[config.mk]
export PLATFORM = sky130hd
export DESIGN_NAME = mul_rr_seq_16
export DESIGN_NICKNAME = d
export VERILOG_FILES = /design/src/rtl/mul_rr_seq_16.sv
export SDC_FILE = /design/constraint.sdc
export NUM_CORES = 1
export LEC_CHECK = 0
export ABC_AREA = 1
export CORE_MARGIN = 5
export CORE_UTILIZATION = 41
export CTS_CLUSTER_DIAMETER = 60
export DETAILED_ROUTE_END_ITERATION = 10
export PLACE_DENSITY = 0.74
export SLEW_MARGIN = 20
export SYNTH_ARGS = -nofsm -noshare
export SYNTH_HDL_FRONTEND = slang
export SYNTH_SLANG_ARGS = --single-unit
[constraint.sdc]
create_clock -name clk -period 7.04 [get_ports clk]
set_clock_uncertainty 0.2 [all_clocks]
set_input_delay 2.112 -clock clk [delete_from_list [all_inputs] [get_ports clk]]
set_output_delay 2.112 -clock clk [all_outputs]
set_load 0.02 [all_outputs]
[src/rtl/mul_rr_seq_16.sv]
// Shared signed multiplier: two requesters are arbitrated round-robin onto one
// radix-2 Booth shift-add engine; each result carries the owning requester's tag.
module mul_rr_seq_16 #(
  parameter int WIDTH = 16,
  parameter int CNT_W = 5
) (
  input  logic               clk,
  input  logic               rst,
  input  logic               req0_valid,
  output logic               req0_ready,
  input  logic [WIDTH-1:0]   req0_a,
  input  logic [WIDTH-1:0]   req0_b,
  input  logic               req1_valid,
  output logic               req1_ready,
  input  logic [WIDTH-1:0]   req1_a,
  input  logic [WIDTH-1:0]   req1_b,
  output logic               res_valid,
  input  logic               res_ready,
  output logic               res_tag,
  output logic [2*WIDTH-1:0] res_product,
  output logic [WIDTH-1:0]   res_low,
  output logic               busy
);

  localparam logic [1:0] IDLE = 2'd0;
  localparam logic [1:0] CALC = 2'd1;
  localparam logic [1:0] DONE = 2'd2;

  logic [1:0]         r_state;
  logic               r_lastGrant;
  logic [CNT_W-1:0]   r_cnt;
  logic [WIDTH:0]     r_acc;
  logic [WIDTH-1:0]   r_q;
  logic               r_qm1;
  logic [WIDTH-1:0]   r_a;
  logic               r_tag;
  logic [2*WIDTH-1:0] r_product;
  logic               r_resValid;

  logic               w_grant;
  logic               w_accept;
  logic [WIDTH:0]     w_aExt;
  logic [WIDTH:0]     w_sum;
  logic [WIDTH:0]     w_accNext;
  logic [WIDTH-1:0]   w_qNext;
  logic               w_lastStep;

  // On a tie the requester that did not win last time gets the engine.
  assign w_grant    = (req0_valid && req1_valid) ? ~r_lastGrant : req1_valid;
  assign req0_ready = !rst && (r_state == IDLE) && !w_grant && req0_valid;
  assign req1_ready = !rst && (r_state == IDLE) &&  w_grant && req1_valid;
  assign w_accept   = req0_ready || req1_ready;

  // The accumulator is one bit wider so negating the most negative operand is exact.
  assign w_aExt = {r_a[WIDTH-1], r_a};

  always_comb begin
    w_sum = r_acc;
    case ({r_q[0], r_qm1})
      2'b10:   w_sum = r_acc - w_aExt;
      2'b01:   w_sum = r_acc + w_aExt;
      default: w_sum = r_acc;
    endcase
  end

  assign w_accNext  = {w_sum[WIDTH], w_sum[WIDTH:1]};
  assign w_qNext    = {w_sum[0], r_q[WIDTH-1:1]};
  assign w_lastStep = (r_cnt == CNT_W'(WIDTH - 1));

  always_ff @(posedge clk) begin
    if (rst) begin
      r_state     <= IDLE;
      r_lastGrant <= 1'b1;
      r_cnt       <= '0;
      r_acc       <= '0;
      r_q         <= '0;
      r_qm1       <= 1'b0;
      r_a         <= '0;
      r_tag       <= 1'b0;
      r_product   <= '0;
      r_resValid  <= 1'b0;
    end else begin
      case (r_state)
        IDLE: begin
          if (w_accept) begin
            r_a         <= w_grant ? req1_a : req0_a;
            r_q         <= w_grant ? req1_b : req0_b;
            r_qm1       <= 1'b0;
            r_tag       <= w_grant;
            r_lastGrant <= w_grant;
            r_cnt       <= '0;
            r_acc       <= '0;
            r_state     <= CALC;
          end
        end
        CALC: begin
          r_acc <= w_accNext;
          r_q   <= w_qNext;
          r_qm1 <= r_q[0];
          r_cnt <= r_cnt + CNT_W'(1);
          // The product fits in 2*WIDTH bits, so the accumulator's top bit is pure sign.
          if (w_lastStep) begin
            r_product  <= {w_accNext[WIDTH-1:0], w_qNext};
            r_resValid <= 1'b1;
            r_state    <= DONE;
          end
        end
        DONE: begin
          if (res_ready) begin
            r_resValid <= 1'b0;
            r_state    <= IDLE;
          end
        end
        default: r_state <= IDLE;
      endcase
    end
  end

  assign res_valid   = r_resValid;
  assign res_tag     = r_tag;
  assign res_product = r_product;
  assign res_low     = r_product[WIDTH-1:0];
  assign busy        = (r_state != IDLE);

endmodule
* Yosys cells after proc, flatten, opt, wreduce, memory -nomap -nowiden *
Index checks and enable logic that the tools add are counted.

storage, ports and cells
  register bits = 92
  input bits = 69
  word-level logic and storage cells = 59
  output and inout bits = 53

operators by class
  reduce and logical (&&, ||, !) cells = 18
  equal/unequal tests = 8
  bitwise gates (word level) = 1
  mux-type cells = 19
  $add $sub $neg = 3

operators with widths
  kind                                                             count
  17-bit case mux with 2 select lines                              2
  16-bit 2-to-1 mux                                                3
  16-bit case mux with 2 select lines                              1
  17-bit adder                                                     1
  17-bit 2-to-1 mux                                                1
  17-bit subtractor                                                1
  5-bit case mux with 2 select lines                               1
  1-bit logical AND                                                6
  2-bit 2-to-1 mux                                                 3
  2-bit != test, second input constant                             3
  2-bit case mux with 3 select lines                               1
  2-bit AND reduction                                              3
  3-bit AND reduction                                              2
  2-bit nonzero test                                               3
  5-bit by 1-bit adder with 5-bit output, second input constant    1
  5-bit by 4-bit == test with 1-bit output, second input constant  1
  5-bit 2-to-1 mux                                                 1
  2-bit by 1-bit == test with 1-bit output, second input constant  2
  2-bit == test, second input constant                             2
  1-bit 2-to-1 mux                                                 4
  1-bit case mux with 2 select lines                               2
  1-bit logical NOT                                                2
  2-bit logical NOT                                                1
  1-bit logical OR                                                 1
  1-bit inverter                                                   1

* Logic depth before layout (Yosys ltp) *
  depth in word-level cells = 8
  depth in mapped cells = 23
  depth with buffers taken out = 22

* Worst setup path after synthesis *
OpenSTA, ideal clock, no wires.

  kind = input-to-output
  from = input port req0_valid
  to = output port req0_ready
  path buffers = 2
  slack = 1.699 ns
  required time = 4.728 ns
  data arrival time = 3.029 ns
  stages = 6
  cell sequence = nand2_1 -> nand2_1 -> inv_1 -> buf_2 -> buf_2 -> nor2_1

between the ends
  longest elaborated chain between the ends = 5

RTL lines
  element              RTL line  RTL
  start: declaration   9         input logic req0_valid,
  1-bit logical AND    49        assign w_grant = (req0_valid && req1_valid) ? ~r_lastGrant : req1_valid;
  1-bit 2-to-1 mux     49
  1-bit logical NOT    50        assign req0_ready = !rst && (r_state == IDLE) && !w_grant && req0_valid;
  1-bit logical AND    50
  1-bit logical AND *  50
  end: declaration     10        output logic req0_ready,

Every way passes the cells marked *; elsewhere a longest branch is shown, timed or not.

* Final worst setup path *
  from = input port rst
  to = output port req0_ready

between the ends
  longest elaborated chain between the ends = 4

RTL lines
  element                          RTL line  RTL
  start: declaration               8         input logic rst,
  1-bit logical NOT                50
  1-bit logical AND (3 in series)  50

Every way passes these cells.

==> results by group <==
Run status
  • Status: complete, no violations

Yosys
  • YS warnings: 0
  • EDFF count, synth: 0
  • Yosys top cell area share: 33.90%
  • Synth area leaders: dfxtp_1 (34%), nand2_1 (13%), a21oi_1 (7.4%)
  • Fraction of registers with async set/reset: 0%
  • Syn Area/Cell: 6.717 µm²
  • Mapped Cells: 800
  • Seq cells post-synth: just over 90
  • Cell taking the most area after synthesis: dfxtp_1
  • Register area share after synthesis: 33.90%
  • Yosys cell types: 39
  • Main synth FF type: dfxtp_1
  • Area of the mapped netlist: 5374 µm²
  • Post-Syn Nets: 891

Worst hold path
  • Hold crit path type: reg2reg
  • WHS Endpoint: r_qm1$_SDFFE_PP0P_
  • Hold path start: r_q[0]$_SDFFE_PP0P_
  • WHS Path Cells: 2

Power
  • Comb pwr share: 28.5%
  • Internal: 1.046 mW
  • Pleak: between 2 and 3 nW
  • Sequential share of power: a little over a third
  • Power, Total: about 1.6 mW
  • Clock Power Share: 35.0%
  • Cell Pwr Density: 227.5 nW/µm²
  • Sw Share: 33.07%
  • Peak supply drop: 0.1305 mV
  • Net Sw Power: 0.5168 mW

Critical path
  • Worst reg2reg path depth: 20
  • RR Endpoint: r_acc[15]$_SDFFE_PP0P_
  • Worst Path Buf+Inv: 4
  • Critical path cell sequence: clkdlybuf4s50_1 > inv_2 > nand2_2 > nor2_2 > inv_1 > nor2_1 > clkdlybuf4s50_1
  • Worst setup path class: in2out
  • Slowest stage cell, crit path: clkdlybuf4s50_1
  • CP Depth: 7
  • Crit path max fanout: 3
  • Max incr delay on CP: 610 ps
  • Most used cell, CP: clkdlybuf4s50_1
  • CP Data Required Time: 4730 ps
  • Top delay family on crit path: buffers and inverters
  • Worst r2r src: r_q[0]$_SDFFE_PP0P_
  • Worst Setup Start Kind: input pin
  • Worst setup EP type: output port
  • R2R Setup Slk: 3630 ps
  • Arrival time at the worst endpoint: 3700 ps

Clock tree
  • Hold_buf cts: 0
  • Setup bufs post-CTS: 0
  • Root Buffer: clkbuf_16
  • CTS Buffer Depth: 2
  • # clock sinks: 91
  • Worst-Skew Late Latency: between 300 and 400 ps
  • H-Tree Depth: 3
  • Clock transition at path regs: 60 ps
  • Total CTS buffers: 9
  • TritonCTS clock tree: built
  • Post-CTS sizing: 0

STA
  • Period utilization: 85.44%
  • Number of failing hold endpoints at the final stage: 0
  • Slew Limit Fails: 0
  • RSZ-0062 raised after global routing: no
  • Final setup TNS: 0 ps
  • Hold Slack: 264.2 ps
  • Worst Tran Pin Value: 771.6 ps
  • Final setup vio count: 0
  • Fmax: 166.2 MHz
  • Tmin final: ~6000 ps
  • Rel. slew slack: 48.49%

Final layout
  • Fill cell count: approximately 1300
  • Area of the multi-input gates: 2943 µm²
  • FF+latch area: ~1800 µm²
  • Diode count: 0
  • Area delta synth->final: 27.82%
  • Nets: 973
  • Layout cell share with drive strength beyond 1: 6.313%

Routing
  • Drt first pass iters: 5
  • DRC violations left: 0
  • Total wire length: 14620 µm
  • Avg WL per Cell: 13.81 µm
  • Via count: 5331
  • Drt via density: slightly above 5
  • First DRT Iteration DRCs: between 300 and 400
  • Antenna Nets Post-Route: 0

Global route
  • Largest net degree at the start of global routing: 53
  • GRT Overall Usage: 18.80%
  • Total gr overflow: 0
  • Initial antenna violation count: 0
  • First-pass GRT wire length: ~25000 µm
  • Vias in the first global route: 5073

Floorplanning
  • Cell Rows: 41
  • Core Region: 12720 µm²
  • Chip height: 124.5 µm
  • Die W: 124.5 µm
  • # IOs: 122
  • Initial core utilization: 42.24%
  • Die ar.: 15500 µm²

Place
  • Port Buffers: 121
  • Hpwl dp: 10480 µm
  • Routability Congestion: just under 0.9

Run
  • Max cap viols: 0
## cell usage in the layout (no fill, tap or decap), types with 3 or more instances in the layout
cell type / Yosys / final
a211oi_2: 4 / 4
a21o_1: 5 / 5
a21oi_1: 79 / 79
a31oi_1: 16 / 16
buf_4: 17 / 6
clkbuf_16: 0 / 9
clkdlybuf4s50_1: 0 / 121
dfxtp_1: 91 / 91
ha_1: 21 / 21
inv_1: 70 / 70
inv_2: 9 / 9
nand2_1: 193 / 193
nand2_2: 3 / 3
nand3_1: 36 / 36
nor2_1: 72 / 71
nor2_2: 3 / 4
nor3_1: 5 / 5
o211ai_1: 3 / 3
o21ai_0: 78 / 78
o21bai_1: 8 / 8
o22ai_1: 9 / 9
or2_2: 8 / 8
xnor2_1: 3 / 3
xor2_1: 10 / 10
## how the worst max path moves through the flow
stage                    start          to  slack (ps)
floorplan           req0_valid  req0_ready        1700
global placement           rst  req0_ready        1040
detailed placement         rst  req0_ready        1030
CTS                        rst  req0_ready        1030
global route               rst  req0_ready         920
finish                     rst  req0_ready        1020
## power by group through the flow
stage / Clock (mW) / Sequential, mW / Combinational, mW
floorplan: 0 / 0.574 / 0.325
global placement: 0 / 0.582 / 0.435
detailed placement: 0 / 0.581 / 0.439
CTS: 0.554 / 0.570 / 0.443
global route: 0.573 / 0.575 / 0.507
finish: 0.547 / 0.571 / 0.445
## worst register-to-register path, delay by kind of cell, from the launching register on
| family | cells | cell delay, ps |
|---|---|---|
| AO/OA/AOI/OAI | 4 | 560 |
| XOR/XNOR | 1 | 160 |
| adder cells (fa/ha/maj) | 2 | 760 |
| buffers and inverters | 2 | 280 |
| flip-flops | 1 | 310 |
| AND/OR/NAND/NOR | 11 | 1100 |
## metrics by stage
step	utilization [%]	cells	area, µm²	setup slack [ps]
after floorplan	-	800	5374	1699
after global placement	51.35	1043	6533	1038
after detailed placement	51.35	1043	6533	1033
after CTS	53.99	1059	6869	1026
after global routing	53.99	1059	6869	924.8
final	53.99	1059	6869	1025
## cell type report
class	count	share of cell area (%)
clock buffers	11	3.679
clock inverters	5	1.220
inverters	79	4.317
multi-input cells	574	42.84
flip-flops and latches	91	26.52
well taps	172	3.133
repair buffers	127	18.29
## synth_stat cells (2+ instances only)
| cell type | count |
|---|---|
| nand2_1 | 193 |
| dfxtp_1 | 91 |
| a21oi_1 | 79 |
| o21ai_0 | 78 |
| nor2_1 | 72 |
| inv_1 | 70 |
| nand3_1 | 36 |
| ha_1 | 21 |
| buf_2 | 20 |
| buf_4 | 17 |
| a31oi_1 | 16 |
| clkbuf_1 | 15 |
| xor2_1 | 10 |
| inv_2 | 9 |
| o22ai_1 | 9 |
| o21bai_1 | 8 |
| or2_2 | 8 |
| a21o_1 | 5 |
| nor3_1 | 5 |
| a211oi_2 | 4 |
| nand2_2 | 3 |
| nor2_2 | 3 |
| o211ai_1 | 3 |
| xnor2_1 | 3 |
| a221oi_2 | 2 |
| buf_6 | 2 |
| nor2_4 | 2 |
| o21a_1 | 2 |
| o21ai_1 | 2 |
| or2_0 | 2 |
| or2_1 | 2 |
## kinds of logic (layout without fill, tap and decap cells)
kind of cell | count (synthesis) | count (layout) | synth area share, %
AOI/OAI and AO/OA | 209 | 209 | 21.89
and+or+nand+nor | 329 | 329 | 25.26
DFF | 91 | 91 | 33.90
buffers and inverters | 135 | 222 | 11.39
muxes | 1 | 1 | 0.1863
adders and majority gates | 22 | 22 | 5.262
xor gates and xnor gates | 13 | 13 | 2.119
## registers in the layout (all words and copies together) (netlist names)
register,cells
res_product,32
r_a,16
r_acc,16
r_q,16
r_cnt,5
r_state,2
r_lastGrant,1
r_qm1,1
res_tag,1
res_valid,1
## per-layer routing
metal	GRT usage, %	up-vias	part of all wire (%)
li1	-	2765	-
met1	25.76	2412	49
met2	29.26	142	44
met3	4.503	12	6.5
met4	5.803	0	1.1
met5	0	-	0
Note: power is estimated with default switching activity, not from simulation.
